## config.mk

```make
export PLATFORM = sky130hd
export DESIGN_NAME = ym2610_pcm_mem_arbiter_flat
export DESIGN_NICKNAME = d
export VERILOG_FILES = /design/src/rtl/ym2610_pcm_mem_arbiter_pkg.sv /design/src/rtl/ym2610_pcm_mem_arbiter_if.sv /design/src/rtl/ym2610_pcm_mem_arbiter.sv /design/src/flat_wrapper.sv
export SDC_FILE = /design/constraint.sdc
export NUM_CORES = 1
export LEC_CHECK = 0
export BUFFER_PORTS_ARGS = -buffer_cell sky130_fd_sc_hd__buf_2
export CAP_MARGIN = 25
export CORE_MARGIN = 3
export CORE_UTILIZATION = 48
export CTS_BUF_LIST = sky130_fd_sc_hd__clkbuf_2
export DETAILED_ROUTE_END_ITERATION = 10
export GPL_ROUTABILITY_DRIVEN = 0
export PLACE_DENSITY_LB_ADDON = 0.3
export SLEW_MARGIN = 20
export SYNTH_ARGS = -nofsm -noshare
export SYNTH_HDL_FRONTEND = slang
export SYNTH_SLANG_ARGS = --single-unit
export TNS_END_PERCENT = 30
```

## constraint.sdc

```tcl
create_clock -name clk -period 4.3 [get_ports clk]
set_clock_uncertainty 0.05 [all_clocks]
set_input_delay 0.215 -clock clk [delete_from_list [all_inputs] [get_ports clk]]
set_output_delay 0.215 -clock clk [all_outputs]
set_load 0.01 [all_outputs]
```

## src/rtl/ym2610_pcm_mem_arbiter_pkg.sv

```systemverilog
// Shared types and constants for the YM2610 PCM memory arbiter.
// Arbitration order lives here so the top only sees a requester ID.
package ym2610_pcm_pkg;

    localparam int unsigned ADDR_W = 24;

    typedef enum logic [1:0] {
        ST_IDLE  = 2'd0,
        ST_GNT_A = 2'd1,
        ST_GNT_B = 2'd2,
        ST_GNT_C = 2'd3
    } state_t;

    typedef enum logic [1:0] {
        REQ_NONE = 2'd0,
        REQ_A    = 2'd1,
        REQ_B    = 2'd2,
        REQ_C    = 2'd3
    } req_t;

    localparam logic [1:0] REG_A_BASE     = 2'd0;
    localparam logic [1:0] REG_B_BASE     = 2'd1;
    localparam logic [1:0] REG_CTRL       = 2'd2;
    localparam logic [1:0] REG_CONTENTION = 2'd3;

    // B has the tightest real-time deadline, so it wins over A, then C.
    function automatic req_t pick_req(input logic a_v, input logic b_v, input logic c_v);
        if (b_v)      return REQ_B;
        else if (a_v) return REQ_A;
        else if (c_v) return REQ_C;
        else          return REQ_NONE;
    endfunction

endpackage

```

## src/rtl/ym2610_pcm_mem_arbiter_if.sv

```systemverilog
// Wishbone, requester and memory-side signals of the PCM arbiter.
interface ym2610_pcm_mem_arbiter_if;
    import ym2610_pcm_pkg::*;

    logic [1:0]        wb_addr;
    logic [31:0]       wb_wdata;
    logic [31:0]       wb_rdata;
    logic              wb_cyc;
    logic              wb_we;
    logic              wb_ack;
    logic [ADDR_W-1:0] a_addr;
    logic              a_valid;
    logic              a_ready;
    logic [ADDR_W-1:0] b_addr;
    logic              b_valid;
    logic              b_ready;
    logic [ADDR_W-1:0] c_addr;
    logic              c_valid;
    logic              c_ready;
    logic [7:0]        rdata;
    logic [ADDR_W-1:0] mem_addr;
    logic              mem_valid;
    logic [7:0]        mem_rdata;
    logic              mem_ready;

    modport slave (
        input  wb_addr, wb_wdata, wb_cyc, wb_we,
        input  a_addr, a_valid, b_addr, b_valid, c_addr, c_valid,
        input  mem_rdata, mem_ready,
        output wb_rdata, wb_ack, a_ready, b_ready, c_ready, rdata,
        output mem_addr, mem_valid
    );

    modport master (
        output wb_addr, wb_wdata, wb_cyc, wb_we,
        output a_addr, a_valid, b_addr, b_valid, c_addr, c_valid,
        output mem_rdata, mem_ready,
        input  wb_rdata, wb_ack, a_ready, b_ready, c_ready, rdata,
        input  mem_addr, mem_valid
    );

endinterface

```

## src/rtl/ym2610_pcm_mem_arbiter.sv

```systemverilog
// Shares the PCM memory read port between ADPCM-B, ADPCM-A and a CPU port,
// applying per-channel base offsets; bases and contention count over Wishbone.
module ym2610_pcm_mem_arbiter
    import ym2610_pcm_pkg::*;
#(
    parameter logic [ADDR_W-1:0] A_BASE_DEFAULT  = 24'h000000,
    parameter logic [ADDR_W-1:0] B_BASE_DEFAULT  = 24'h400000,
    parameter bit                ENABLE_CPU_PORT = 1'b1
) (
    input logic                      clk,
    input logic                      reset,
    ym2610_pcm_mem_arbiter_if.slave  bus
);

    state_t            r_state;
    state_t            w_state_nxt;
    logic [ADDR_W-1:0] r_mem_addr;
    logic [ADDR_W-1:0] w_mem_addr_nxt;
    logic              r_mem_valid;
    logic              w_mem_valid_nxt;

    logic [ADDR_W-1:0] r_a_base;
    logic [ADDR_W-1:0] r_b_base;
    logic              r_cpu_en;
    logic [15:0]       r_contention;
    logic              r_wb_ack;
    logic [31:0]       r_wb_rdata;

    logic              w_a_v;
    logic              w_b_v;
    logic              w_c_v;
    req_t              w_pick;
    logic              w_contend;
    logic              w_a_ready;
    logic              w_b_ready;
    logic              w_c_ready;
    logic              w_wb_wr;
    logic              w_wb_rd;
    logic [31:0]       w_reg_rd;
    logic              w_unused_wdata;

    assign w_a_v  = bus.a_valid;
    assign w_b_v  = bus.b_valid;
    assign w_c_v  = bus.c_valid && r_cpu_en && ENABLE_CPU_PORT;
    assign w_pick = pick_req(w_a_v, w_b_v, w_c_v);

    assign w_wb_wr = bus.wb_cyc && bus.wb_we && !r_wb_ack;
    assign w_wb_rd = bus.wb_cyc && !bus.wb_we && !r_wb_ack;
    assign w_unused_wdata = ^bus.wb_wdata[31:24];

    always_ff @(posedge clk or posedge reset) begin
        if (reset) begin
            r_state     <= ST_IDLE;
            r_mem_valid <= 1'b0;
            r_mem_addr  <= '0;
        end else begin
            r_state     <= w_state_nxt;
            r_mem_valid <= w_mem_valid_nxt;
            r_mem_addr  <= w_mem_addr_nxt;
        end
    end

    always_comb begin
        w_state_nxt     = r_state;
        w_mem_valid_nxt = r_mem_valid;
        w_mem_addr_nxt  = r_mem_addr;
        w_contend       = 1'b0;
        w_a_ready       = 1'b0;
        w_b_ready       = 1'b0;
        w_c_ready       = 1'b0;
        case (r_state)
            ST_IDLE: begin
                // Any two simultaneous valids means somebody loses arbitration.
                w_contend = (w_a_v && w_b_v) || (w_a_v && w_c_v) || (w_b_v && w_c_v);
                case (w_pick)
                    REQ_B: begin
                        w_state_nxt     = ST_GNT_B;
                        w_mem_valid_nxt = 1'b1;
                        w_mem_addr_nxt  = bus.b_addr + r_b_base;
                    end
                    REQ_A: begin
                        w_state_nxt     = ST_GNT_A;
                        w_mem_valid_nxt = 1'b1;
                        w_mem_addr_nxt  = bus.a_addr + r_a_base;
                    end
                    REQ_C: begin
                        w_state_nxt     = ST_GNT_C;
                        w_mem_valid_nxt = 1'b1;
                        w_mem_addr_nxt  = bus.c_addr;
                    end
                    default: ;
                endcase
            end
            ST_GNT_A: begin
                w_a_ready = bus.mem_ready;
                w_contend = w_b_v || w_c_v;
            end
            ST_GNT_B: begin
                w_b_ready = bus.mem_ready;
                w_contend = w_a_v || w_c_v;
            end
            ST_GNT_C: begin
                w_c_ready = bus.mem_ready;
                w_contend = w_a_v || w_b_v;
            end
            default: ;
        endcase
        if (r_state != ST_IDLE && bus.mem_ready) begin
            w_state_nxt     = ST_IDLE;
            w_mem_valid_nxt = 1'b0;
        end
    end

    always_comb begin
        w_reg_rd = '0;
        case (bus.wb_addr)
            REG_A_BASE:     w_reg_rd = {8'b0, r_a_base};
            REG_B_BASE:     w_reg_rd = {8'b0, r_b_base};
            REG_CTRL:       w_reg_rd = {31'b0, r_cpu_en};
            REG_CONTENTION: w_reg_rd = {16'b0, r_contention};
            default:        w_reg_rd = '0;
        endcase
    end

    always_ff @(posedge clk or posedge reset) begin
        if (reset) begin
            r_wb_ack     <= 1'b0;
            r_wb_rdata   <= '0;
            r_a_base     <= A_BASE_DEFAULT;
            r_b_base     <= B_BASE_DEFAULT;
            r_cpu_en     <= 1'b1;
            r_contention <= '0;
        end else begin
            r_wb_ack   <= bus.wb_cyc && !r_wb_ack;
            r_wb_rdata <= w_wb_rd ? w_reg_rd : '0;
            if (w_wb_wr && bus.wb_addr == REG_A_BASE) r_a_base <= bus.wb_wdata[ADDR_W-1:0];
            if (w_wb_wr && bus.wb_addr == REG_B_BASE) r_b_base <= bus.wb_wdata[ADDR_W-1:0];
            if (w_wb_wr && bus.wb_addr == REG_CTRL)   r_cpu_en <= bus.wb_wdata[0];
            if (w_wb_wr && bus.wb_addr == REG_CONTENTION) begin
                r_contention <= '0;
            end else if (w_contend && r_contention != '1) begin
                r_contention <= r_contention + 16'd1;
            end
        end
    end

    assign bus.a_ready   = w_a_ready;
    assign bus.b_ready   = w_b_ready;
    assign bus.c_ready   = w_c_ready;
    assign bus.rdata     = bus.mem_rdata;
    assign bus.mem_addr  = r_mem_addr;
    assign bus.mem_valid = r_mem_valid;
    assign bus.wb_ack    = r_wb_ack;
    assign bus.wb_rdata  = r_wb_rdata;

endmodule
```

## src/flat_wrapper.sv

```systemverilog
// flat-port wrapper written by rule: the top's interface ports become plain ports
module ym2610_pcm_mem_arbiter_flat import ym2610_pcm_pkg::*;
#(
    parameter logic [ADDR_W-1:0] A_BASE_DEFAULT  = 24'h000000,
    parameter logic [ADDR_W-1:0] B_BASE_DEFAULT  = 24'h400000,
    parameter bit                ENABLE_CPU_PORT = 1'b1
)
  (clk, reset, bus_wb_addr, bus_wb_wdata, bus_wb_cyc, bus_wb_we, bus_a_addr, bus_a_valid, bus_b_addr, bus_b_valid, bus_c_addr, bus_c_valid, bus_mem_rdata, bus_mem_ready, bus_wb_rdata, bus_wb_ack, bus_a_ready, bus_b_ready, bus_c_ready, bus_rdata, bus_mem_addr, bus_mem_valid);
  ym2610_pcm_mem_arbiter_if bus_i ();
  input logic clk;
  input logic reset;
  input wire logic [$bits(bus_i.wb_addr)-1:0] bus_wb_addr;
  input wire logic [$bits(bus_i.wb_wdata)-1:0] bus_wb_wdata;
  input wire logic [$bits(bus_i.wb_cyc)-1:0] bus_wb_cyc;
  input wire logic [$bits(bus_i.wb_we)-1:0] bus_wb_we;
  input wire logic [$bits(bus_i.a_addr)-1:0] bus_a_addr;
  input wire logic [$bits(bus_i.a_valid)-1:0] bus_a_valid;
  input wire logic [$bits(bus_i.b_addr)-1:0] bus_b_addr;
  input wire logic [$bits(bus_i.b_valid)-1:0] bus_b_valid;
  input wire logic [$bits(bus_i.c_addr)-1:0] bus_c_addr;
  input wire logic [$bits(bus_i.c_valid)-1:0] bus_c_valid;
  input wire logic [$bits(bus_i.mem_rdata)-1:0] bus_mem_rdata;
  input wire logic [$bits(bus_i.mem_ready)-1:0] bus_mem_ready;
  output wire logic [$bits(bus_i.wb_rdata)-1:0] bus_wb_rdata;
  output wire logic [$bits(bus_i.wb_ack)-1:0] bus_wb_ack;
  output wire logic [$bits(bus_i.a_ready)-1:0] bus_a_ready;
  output wire logic [$bits(bus_i.b_ready)-1:0] bus_b_ready;
  output wire logic [$bits(bus_i.c_ready)-1:0] bus_c_ready;
  output wire logic [$bits(bus_i.rdata)-1:0] bus_rdata;
  output wire logic [$bits(bus_i.mem_addr)-1:0] bus_mem_addr;
  output wire logic [$bits(bus_i.mem_valid)-1:0] bus_mem_valid;
  assign bus_i.wb_addr = bus_wb_addr;
  assign bus_i.wb_wdata = bus_wb_wdata;
  assign bus_i.wb_cyc = bus_wb_cyc;
  assign bus_i.wb_we = bus_wb_we;
  assign bus_i.a_addr = bus_a_addr;
  assign bus_i.a_valid = bus_a_valid;
  assign bus_i.b_addr = bus_b_addr;
  assign bus_i.b_valid = bus_b_valid;
  assign bus_i.c_addr = bus_c_addr;
  assign bus_i.c_valid = bus_c_valid;
  assign bus_i.mem_rdata = bus_mem_rdata;
  assign bus_i.mem_ready = bus_mem_ready;
  assign bus_wb_rdata = bus_i.wb_rdata;
  assign bus_wb_ack = bus_i.wb_ack;
  assign bus_a_ready = bus_i.a_ready;
  assign bus_b_ready = bus_i.b_ready;
  assign bus_c_ready = bus_i.c_ready;
  assign bus_rdata = bus_i.rdata;
  assign bus_mem_addr = bus_i.mem_addr;
  assign bus_mem_valid = bus_i.mem_valid;
  ym2610_pcm_mem_arbiter #(.A_BASE_DEFAULT(A_BASE_DEFAULT), .B_BASE_DEFAULT(B_BASE_DEFAULT), .ENABLE_CPU_PORT(ENABLE_CPU_PORT)) u_core (.clk(clk), .reset(reset), .bus(bus_i));
endmodule
```

==> summary.md <==
| Metric | Value |
|---|---|
| Postcts setup bufs | 0 |
| # setup viols final | 0 |
| Worst VDD drop | 0.000177 V |
| Tot GR Track Use | 23.9% |
| Die Wd | 133 um |
| Mapped cell area | 7730 sq um |
| Worst-path cell chain | ha_1, fa_1, a211oi_1, o21a_1, o31a_2, a21boi_1, o211ai_1, and3b_1, o221ai_1, o211ai_1, dlygate4sd3_1 |
| CTS Buf Count | 17 |
| Mux share of post-synthesis cell area | 11.2% |
| Sequential fraction of the synthesis area | 37.9% |
| WP data required | 4.92 ns |
| Synth warnings | 0 |
| Crit-path max FO | 3 |
| Sink Count | 117 |
| Crit share post-route | 78.9% |
| Startpoint Class | register |
| Max cap viols | 0 |
| Initial antenna violation count | 2 |
| First-pass GRT wire length | 33.9 mm |
| Worst path max stage delay | 0.56 ns |
| Clock insertion delay at the later pin of the skew report | 0.72 ns |
| Total leakage power | 0.00452 uW |
| Tot Pwr | 4470 uW |
| Post-DP HPWL | 15.8 mm |
| CTS Root Buffer Type | clkbuf_2 |
| Area of the die | 17,700 sq um |
| Vias in the first global route | 6,669 |
| Most used cell, CP | o211ai_1 |
| Layout Nets | 1,184 |
| Buf+Inv Stages, Crit Path | 1 |
| Core Region | 15,500 sq um |
| Netlist cell types | 76 |
| PD cells | 471 nW/um^2 |
| Dominant synthesized flop cell | dfrtp_1 |
| Tightest Pin Transition | 0.873 ns |
| Synth top cells by count | dfrtp_1 (115), nor2_1 (105), a21oi_1 (64) |
| PortBufs | 158 |
| Synth Area in Simple Gates | 14.1% |
| Critical-path top delay cell | dlygate4sd3_1 |
| Path length in cells of the critical path | 11 |
| Setup TNS Final | 0 ns |
| Worst Setup Path Type | register to register |
| Min-delay worst type | input pin to register |
| CTS max path bufs | 2 |
| CP top delay family | compound AO/OA/AOI/OAI gates |
| Arrival @ worst endpoint | 4.02 ns |
| FFs w/ async S/R, synth | 100% |
| Post-synthesis compound-gate area fraction | 19.3% |
| Largest net degree at the start of global routing | 84 |
| Hold depth | 5 |
| Yosys reg bits | 117 |
| Die height | 133 um |
| Area delta synth->final | 22.9% |
| Syn_area_per_cell | 9.57 sq um |
| Count leader, synth | dfrtp_1 |
| Residual DRC | 0 |
| Site Rows | 45 |
| Starting Density | 49.9% |
| Share of synthesized cell area in full adder, half adder and majority cells | 8.13% |
| Cell count after synthesis | 808 |
| Number of enable flip-flop cells after synthesis | 0 |
| Layout cells sized above 1 | 26.8% |
| Xor/xnor cell area share of the yosys netlist | 5.44% |
| CP endpoint kind | register |
| DR iter-0 viols | 481 |
| CTS tree | built |
| Area contributors post-synth | dfrtp_1 (37%), ha_1 (7.6%), mux2_2 (7.1%) |
| Total grt overflow | 0 |
| Largest family of logic cells by synthesized area | compound AO/OA/AOI/OAI gates |
| Routed len/inst | 17.0 um |
| Clock period minus worst slack | 3.39 ns |
| Reg2reg path depth | 11 |
| Vias/cell | 5.55 |
| IO Pins | 191 |
| Slew Limit Fails | 0 |
| RSZ-0062 raised after global routing | false |
| Worst-path clk slew | 0.23 ns |
| Synth top area share | 37.2% |
| Slew HR | 41.8% |
| Final hold vios | 0 |
| ANT nets after route | 0 |
| Fmax | 295 MHz |
| Outcome | finished, final reports clean |
| H-tree depth | 4 |
| DR pass1 iterations | 7 |
| Detailed-route wire length | 21.1 mm |
| Yosys top cell by area | dfrtp_1 |
| Vias | 6,872 |
-- final timing paths --
kind	start	to	slack, ns
max in group asynchronous	reset	u_core.r_b_base[22]	3.13
max reg2reg	u_core.r_b_base[0]	u_core.bus.mem_addr[22]	0.91
min in group asynchronous	reset	u_core.bus.mem_addr[0]	0.08
max	u_core.r_b_base[0]	u_core.bus.mem_addr[22]	0.91
min reg2reg	u_core.bus.wb_ack	u_core.bus.wb_ack	0.44
min	bus_b_addr[1]	u_core.bus.mem_addr[3]	0.05
-- sequential cells by signal, indices dropped and copies added, names as in the netlist --
name,flops
u_core.bus.mem_addr,24
u_core.r_contention,16
u_core.r_b_base,24
u_core.r_state,2
u_core.r_cpu_en,1
u_core.bus.wb_ack,1
u_core.bus.wb_rdata,24
u_core.bus.mem_valid,1
u_core.r_a_base,24
-- per-stage QoR --
step                std cells  worst slack (ns)  utilization (%)  area [sq um]  hold WS (ns)
global placement         1143              1.53             55.7          8620         0.380
floorplan                 815             0.938                -          7750         0.250
CTS                      1237             0.965             61.3          9490        0.0102
finish                   1239             0.906             61.3          9500        0.0542
detailed placement       1144              1.48             55.8          8640         0.380
global route             1239             0.821             61.3          9500       0.00820
-- where the power goes --
group / internal (uW) / switching, uW
clock network: 233 / 508
logic: 979 / 1160
registers: 1370 / 225
total: 2580 / 1890
-- logic make-up (layout without fill, tap and decap cells) --
kind of cell             count (synthesis)  count (layout)
AO/OA/AOI/OAI                          219             219
multiplexers                            79              79
buffers and inverters                   62             273
adder cells (fa/ha/maj)                 49              49
AND/OR/NAND/NOR                        233             233
flip-flops                             117             117
XOR/XNOR                                48              48
other                                    1              10
-- area by class of cell --
cell class | count | area, sq um
Inverter | 16 | 65.1
Tap cell | 211 | 264
Sequential cell | 117 | 2930
Timing Repair Buffer | 225 | 1450
Clock inverter | 15 | 156
Antenna cell | 2 | 5.00
Fill cell | 1327 | 5980
Clock buffer | 17 | 85.1
Multi-Input combinational cell | 636 | 4540
-- timing repair --
item / CTS / global route
resized for setup: 0 / 0
endpoints found under the hold margin: 174 / 0
hold buffers: 61 / 0
-- cell usage in the layout (no fill, tap or decap), types with 6 or more instances in the layout --
| master | count |
|---|---|
| o211ai_1 | 6 |
| and3_1 | 11 |
| inv_6 | 7 |
| conb_1 | 8 |
| o21ai_0 | 34 |
| a211oi_1 | 9 |
| a21oi_1 | 64 |
| dfrtp_1 | 115 |
| a31oi_1 | 10 |
| nor3_1 | 8 |
| ha_1 | 47 |
| nand4_1 | 6 |
| o21bai_1 | 7 |
| inv_1 | 15 |
| nand2_1 | 45 |
| xnor2_1 | 31 |
| o21a_1 | 7 |
| a222oi_1 | 8 |
| mux2i_1 | 29 |
| buf_2 | 158 |
| nand3_1 | 14 |
| nor2b_1 | 9 |
| mux2_2 | 49 |
| dlygate4sd3_1 | 61 |
| clkbuf_2 | 17 |
| nor2_1 | 105 |
| o22ai_1 | 6 |
| a21o_1 | 18 |
| xor2_1 | 17 |
| and2_1 | 7 |
-- worst register-to-register path, stage by stage, from the launching register on --
cell,delay (ns)
dfrtp_1,0.47
ha_1,0.24
fa_1,0.43
a211oi_1,0.43
o21a_1,0.20
o31a_2,0.19
a21boi_1,0.13
o211ai_1,0.24
and3b_1,0.19
o221ai_1,0.11
o211ai_1,0.10
dlygate4sd3_1,0.56
-- layer usage --
metal / share of wire (%) / routed length, um / global-route usage [%]
met3: 6.6 / 1390 / 5.48
met4: 1.2 / 261 / 5.37
met5: 0 / 0 / 0
met2: 45 / 9420 / 36.3
met1: 48 / 10000 / 34.8
Power figures use the tool's default switching activity.
